File: src/rtl/arm7tdmi_mem_arbiter.sv
// Shares one burst-capable memory port between the IC refill master and the core data port.
// DP has fixed priority; IC is forced through after STARVE_LIMIT consecutive DP wins while it waits.
module arm7tdmi_mem_arbiter #(
  parameter int unsigned ADDR_WIDTH   = 32,
  parameter int unsigned STARVE_LIMIT = 4
) (
  input  logic                  clk,
  input  logic                  rst_n,
  input  logic [ADDR_WIDTH-1:0] ic_addr,
  input  logic                  ic_req,
  input  logic [2:0]            ic_burst_len,
  output logic [31:0]           ic_data,
  output logic                  ic_valid,
  output logic                  ic_ready,
  input  logic [ADDR_WIDTH-1:0] dp_addr,
  input  logic                  dp_req,
  input  logic                  dp_we,
  input  logic [31:0]           dp_wdata,
  input  logic [2:0]            dp_burst_len,
  output logic [31:0]           dp_data,
  output logic                  dp_valid,
  output logic                  dp_ready,
  output logic [ADDR_WIDTH-1:0] mem_addr,
  output logic                  mem_req,
  output logic                  mem_we,
  output logic [31:0]           mem_wdata,
  output logic [2:0]            mem_burst_len,
  input  logic [31:0]           mem_data,
  input  logic                  mem_valid,
  input  logic                  mem_ready,
  output logic [31:0]           ic_grants,
  output logic [31:0]           dp_grants
);

  localparam int unsigned DATA_W   = 32;
  localparam int unsigned LEN_W    = 3;
  localparam int unsigned STARVE_W = 4;
  localparam int unsigned CNT_W    = 32;
  localparam logic [STARVE_W-1:0] STARVE_MAX = STARVE_W'(STARVE_LIMIT);

  typedef enum logic [1:0] {IDLE, ISSUE, BURST, TURN} state_t;

  state_t                state_q, state_d;
  logic                  owner_dp_q, owner_dp_d;
  logic [LEN_W-1:0]      len_q, len_d;
  logic [LEN_W-1:0]      beat_q, beat_d;
  logic [STARVE_W-1:0]   starve_q, starve_d;
  logic [DATA_W-1:0]     ic_hold_q, ic_hold_d;
  logic [DATA_W-1:0]     dp_hold_q, dp_hold_d;
  logic [ADDR_WIDTH-1:0] mem_addr_d;
  logic                  mem_req_d;
  logic                  mem_we_d;
  logic [DATA_W-1:0]     mem_wdata_d;
  logic [LEN_W-1:0]      mem_burst_len_d;
  logic                  ic_ready_d, dp_ready_d;
  logic [CNT_W-1:0]      ic_grants_d, dp_grants_d;
  logic                  dp_win;
  logic                  beat_valid;

  assign dp_win     = dp_req && !(ic_req && (starve_q == STARVE_MAX));
  assign beat_valid = (state_q == BURST) && mem_valid;

  // Beats are steered to the owner in the same cycle; the last beat is held afterwards.
  assign ic_valid = beat_valid && !owner_dp_q;
  assign dp_valid = beat_valid && owner_dp_q;
  assign ic_data  = ic_valid ? mem_data : ic_hold_q;
  assign dp_data  = dp_valid ? mem_data : dp_hold_q;

  // Next-state and registered-output logic
  always_comb begin
    state_d         = state_q;
    owner_dp_d      = owner_dp_q;
    len_d           = len_q;
    beat_d          = beat_q;
    starve_d        = starve_q;
    ic_hold_d       = ic_hold_q;
    dp_hold_d       = dp_hold_q;
    mem_addr_d      = mem_addr;
    mem_req_d       = mem_req;
    mem_we_d        = mem_we;
    mem_wdata_d     = mem_wdata;
    mem_burst_len_d = mem_burst_len;
    ic_ready_d      = ic_ready;
    dp_ready_d      = dp_ready;
    ic_grants_d     = ic_grants;
    dp_grants_d     = dp_grants;

    unique case (state_q)
      IDLE: begin
        if (!ic_req) starve_d = '0;
        if (ic_req || dp_req) begin
          state_d    = ISSUE;
          owner_dp_d = dp_win;
          mem_req_d  = 1'b1;
          ic_ready_d = 1'b0;
          dp_ready_d = 1'b0;
          if (dp_win) begin
            // Writes are always a single beat regardless of dp_burst_len
            len_d       = dp_we ? LEN_W'(0) : dp_burst_len;
            mem_addr_d  = dp_addr;
            mem_we_d    = dp_we;
            mem_wdata_d = dp_wdata;
            dp_grants_d = (dp_grants == '1) ? dp_grants : dp_grants + CNT_W'(1);
            if (ic_req && (starve_q < STARVE_MAX)) starve_d = starve_q + STARVE_W'(1);
          end else begin
            len_d       = ic_burst_len;
            mem_addr_d  = ic_addr;
            mem_we_d    = 1'b0;
            mem_wdata_d = '0;
            ic_grants_d = (ic_grants == '1) ? ic_grants : ic_grants + CNT_W'(1);
            starve_d    = '0;
          end
          mem_burst_len_d = dp_win ? (dp_we ? LEN_W'(0) : dp_burst_len) : ic_burst_len;
        end
      end
      ISSUE: begin
        if (mem_ready) begin
          state_d         = BURST;
          beat_d          = '0;
          mem_req_d       = 1'b0;
          mem_we_d        = 1'b0;
          mem_addr_d      = '0;
          mem_wdata_d     = '0;
          mem_burst_len_d = '0;
        end
      end
      BURST: begin
        if (mem_valid) begin
          beat_d = beat_q + LEN_W'(1);
          if (owner_dp_q) dp_hold_d = mem_data;
          else            ic_hold_d = mem_data;
          if (beat_q == len_q) state_d = TURN;
        end
      end
      TURN: begin
        state_d    = IDLE;
        ic_ready_d = 1'b1;
        dp_ready_d = 1'b1;
      end
      default: state_d = IDLE;
    endcase
  end

  // State and output registers
  always_ff @(posedge clk or negedge rst_n) begin
    if (!rst_n) begin
      state_q       <= IDLE;
      owner_dp_q    <= 1'b0;
      len_q         <= '0;
      beat_q        <= '0;
      starve_q      <= '0;
      ic_hold_q     <= '0;
      dp_hold_q     <= '0;
      mem_addr      <= '0;
      mem_req       <= 1'b0;
      mem_we        <= 1'b0;
      mem_wdata     <= '0;
      mem_burst_len <= '0;
      ic_ready      <= 1'b1;
      dp_ready      <= 1'b1;
      ic_grants     <= '0;
      dp_grants     <= '0;
    end else begin
      state_q       <= state_d;
      owner_dp_q    <= owner_dp_d;
      len_q         <= len_d;
      beat_q        <= beat_d;
      starve_q      <= starve_d;
      ic_hold_q     <= ic_hold_d;
      dp_hold_q     <= dp_hold_d;
      mem_addr      <= mem_addr_d;
      mem_req       <= mem_req_d;
      mem_we        <= mem_we_d;
      mem_wdata     <= mem_wdata_d;
      mem_burst_len <= mem_burst_len_d;
      ic_ready      <= ic_ready_d;
      dp_ready      <= dp_ready_d;
      ic_grants     <= ic_grants_d;
      dp_grants     <= dp_grants_d;
    end
  end

endmodule

File: config.mk
export PLATFORM = sky130hd
export DESIGN_NAME = arm7tdmi_mem_arbiter
export DESIGN_NICKNAME = d
export VERILOG_FILES = /design/src/rtl/arm7tdmi_mem_arbiter.sv
export SDC_FILE = /design/constraint.sdc
export NUM_CORES = 1
export LEC_CHECK = 0
export CORE_UTILIZATION = 48
export CTS_BUF_LIST = sky130_fd_sc_hd__clkbuf_4
export CTS_CLUSTER_DIAMETER = 100
export DETAILED_ROUTE_END_ITERATION = 10
export PLACE_DENSITY = 0.95
export SYNTH_ARGS = -nofsm -noshare
export SYNTH_HDL_FRONTEND = slang
export SYNTH_SLANG_ARGS = --single-unit
export TNS_END_PERCENT = 20
File: constraint.sdc
create_clock -name clk -period 7 [get_ports clk]
set_clock_uncertainty 0.1 [all_clocks]
set_input_delay 1.4 -clock clk [delete_from_list [all_inputs] [get_ports clk]]
set_output_delay 1.4 -clock clk [all_outputs]
set_load 0.005 [all_outputs]
==> impl_metrics.csv <==
group,metric,value,unit
critical_path,setup.worst_path.end,"ic_data[10]",
synth,yosys_warnings,0,
cts,cts-root-buf,"clkbuf_4",
cts,cts_htree_levels,2,
global_routing,grt.busiest_layer,"met2",
finish,area_growth,43.80,%
timing,slew_violations,0,
place,place_area,13310,um^2
synth,synthDistinctLibCells,54,
timing,rsz0062_at_grt,"no",
power_and_ir_drop,power_frac_comb,0.417,
synth,yosys.area.top_type_share,0.5410,
critical_path,crit_path_end_kind,"output pin",
critical_path,cp_max_fo,33,
cts,clock_sinks,211,
global_routing,grt_use_met1,0.2902,
synth,synthTopCellsByArea,"dfrtp_1 54%, mux2_2 7.7%, nand2_1 7.6%, mux2i_1 3.3%, a22o_1 3.2%",
global_routing,antenna_found_initial,2,
finish,drive_above_1_share,0.1411,
floorplan,io_pins,342,
power_and_ir_drop,vdd_ir_drop_max,228.9,uV
synth,syn_area_per_cell,10.95,um^2
critical_path,r2r_start,"state_q[0]$_DFFE_PN0P_",
finish,num-nets-final,1400,
synth,ys.flop_type,"dfrtp_1",
power_and_ir_drop,switching_share,0.3261,
synth,ys_ff_latch,211,
run_status,status,"finished, final reports clean",
synth,synth_area_leader_cell,"dfrtp_1",
floorplan,start_util,0.4942,
critical_path,r2r_end,"mem_wdata[21]$_DFFE_PN0P_",
power_and_ir_drop,total_power,4.898,mW
critical_path,cp-start-kind,"input port",
power_and_ir_drop,powerDensity,350.7,nW/um^2
floorplan,rows,51,
power_and_ir_drop,p_int,3.301,mW
global_routing,grt_pass1_vias,8310,
power_and_ir_drop,switchingPower,1.597,mW
cts,post_cts_resized,0,
job,cap_violations,0,
timing,max_freq,189.6,MHz
synth,yosysMostFrequentCell,"dfrtp_1",
synth,ys_seq_area_frac,0.5437,
global_routing,grt_pass1_wl,41.71,mm
critical_path,worst_path_largest_cell_delay,800,ps
timing,fin_hold_ws,369.8,ps
timing,hold_viol,0,
cts,cts_tree,"yes",
route,ant_nets,0,
hold_path,hp-class,"flip-flop to flip-flop",
critical_path,worstSetupStartpoint,"mem_valid",
critical_path,rr_worst_depth,8,
synth,synth_async_sr_flop_share,1.000,
synth,synth-edff-count,0,
route,firstDrtPassIters,5,
timing,period_share,0.7535,
floorplan,die_w,144.3,um
critical_path,rrSetupSlack,4140,ps
timing,slew_headroom,0.2701,
global_routing,track_usage,0.2591,
cts,ctsHoldBuffers,0,
timing,worst_pin_slew,1094,ps
critical_path,cp.arrival,3770,ps
route,wl,27.14,mm
place,portBuffers,341,
global_routing,met3_usage,0.06656,
synth,syn_inst,887,
critical_path,crit_chain,"clkdlybuf4s50_1 -> nand3b_1 -> inv_1 -> nand2_1 -> nand2_1 -> clkdlybuf4s50_1",
timing,fin_crit,5275,ps
critical_path,crit_type,"input port to output pin",
power_and_ir_drop,pwr-share-clk,0.205,
cts,clk_latency,660,ps
floorplan,die_h,144.3,um
route,drt_iter0_markers,348,
global_routing,gr-total-overflow,0,
synth,synth_area,9713,um^2
cts,clock_tree.buffer_depth,3,
critical_path,slowest_stage,"inv_1",
finish,fin_area,13970,um^2
floorplan,dieArea,20810,um^2
route,route.detailed.drc,0,
global_routing,grt_start_max_net_pins,113,
place,hpwl,19.80,mm
route,vias_per_cell,5.340,
route,vias,8315,
power_and_ir_drop,power.leakage,6.450,nW
route,wl_per_cell,17.43,um
timing,setup_violations,0,
place,place_congestion,0.8515,
synth,syn-num-nets,1037,
floorplan,core_area,19650,um^2
synth,netlist_top_cells_count,"210 x dfrtp_1, 197 x nand2_1, 66 x mux2_2, 42 x o21ai_0, 38 x nand3_1",
cts,path_clk_slew,70,ps
global_routing,met2_usage,0.4498,
cts,cts_setup_buffers,0,
timing,setup_tns,0,ps
power_and_ir_drop,p_seq_frac,0.378,
hold_path,min_path_cells,2,
cts,cts_made_buffers,55,
critical_path,critPathRequiredTime,5500,ps
-- critical path: cells and delay by family --
kind,cells,cell delay [ps]
buf+inv,3,1910
simple gates,3,450
-- power by group through the flow --
stage / clock network [mW] / logic (mW) / registers, mW
6_report: 1.00 / 2.04 / 1.85
5_1_grt: 1.10 / 2.22 / 1.89
4_1_cts: 1.03 / 2.06 / 1.85
3_5_place_dp: 0 / 2.04 / 1.87
3_3_place_gp: 0 / 1.97 / 1.84
2_1_floorplan: 0 / 0.912 / 1.83
-- per-layer routing --
layer,wire (um),up-vias,part of all wire
li1,-,3854,-
met1,10370,4003,0.38
met2,13560,375,0.50
met3,1989,83,0.073
met4,1224,0,0.045
met5,0,-,0
-- placed cells by master (no fill, tap or decap), types with 3 or more instances in the layout --
cell / count
ha_1: 9
nor3_1: 11
a22o_1: 35
nor2_1: 18
o21ai_0: 42
mux2_2: 66
nand4_1: 23
inv_1: 14
mux2i_1: 32
clkinv_2: 4
buf_4: 9
nand2b_1: 3
and4_1: 8
and3_1: 4
nor3_2: 9
a21oi_1: 10
nand3_1: 37
clkdlybuf4s50_1: 340
xnor2_1: 31
nor3b_1: 4
dfrtp_1: 210
nand2_1: 196
clkbuf_4: 76
clkinv_1: 16
nor4_1: 11
xor2_1: 32
-- cell type report --
class | instances | area [um^2]
Sequential cell | 211 | 5281
Clock buffer | 76 | 570.5
Antenna cell | 2 | 5.005
Fill cell | 1373 | 5687
Inverter | 14 | 52.55
Timing Repair Buffer | 350 | 3485
Tap cell | 265 | 331.6
Multi-Input combinational cell | 618 | 4158
Clock inverter | 21 | 83.83
-- worst min-delay path by stage --
stage / startpoint / endpoint / slack [ps]
after floorplan: ic_hold_q[0]$_DFFE_PN0P_ / ic_hold_q[0]$_DFFE_PN0P_ / 340
after global placement: ic_hold_q[24]$_DFFE_PN0P_ / ic_hold_q[24]$_DFFE_PN0P_ / 350
after detailed placement: ic_hold_q[5]$_DFFE_PN0P_ / ic_hold_q[5]$_DFFE_PN0P_ / 360
after CTS: ic_hold_q[5]$_DFFE_PN0P_ / ic_hold_q[5]$_DFFE_PN0P_ / 370
after global routing: ic_hold_q[18]$_DFFE_PN0P_ / ic_hold_q[18]$_DFFE_PN0P_ / 390
final: ic_hold_q[5]$_DFFE_PN0P_ / ic_hold_q[5]$_DFFE_PN0P_ / 370
-- flip-flops by register name (all words and copies together) (netlist names) --
name / flops
mem_burst_len: 3
dp_grants: 32
dp_ready: 1
ic_grants: 32
owner_dp_q: 1
mem_addr: 32
state_q: 2
mem_we: 1
mem_wdata: 32
ic_hold_q: 32
starve_q: 4
mem_req: 1
len_q: 3
beat_q: 3
dp_hold_q: 32
-- metrics by stage --
stage          cells  setup WS, ps  utilization
5_1_grt         1557          1588       0.7107
6_report        1557          1725       0.7107
4_1_cts         1555          1743       0.7104
3_5_place_dp    1458          1736       0.6771
2_1_floorplan    887          2945            -
3_3_place_gp    1458          1844       0.6771
-- kinds of logic after synthesis --
kind of cell / Yosys count / share of synthesized area
flip-flops: 211 / 0.5437
buffers and inverters: 58 / 0.02898
AO/OA/AOI/OAI: 100 / 0.06956
adder cells (fa/ha/maj): 9 / 0.01159
XOR/XNOR: 63 / 0.05681
multiplexers: 99 / 0.1107
AND/OR/NAND/NOR: 347 / 0.1787
Power figures use the tool's default switching activity.
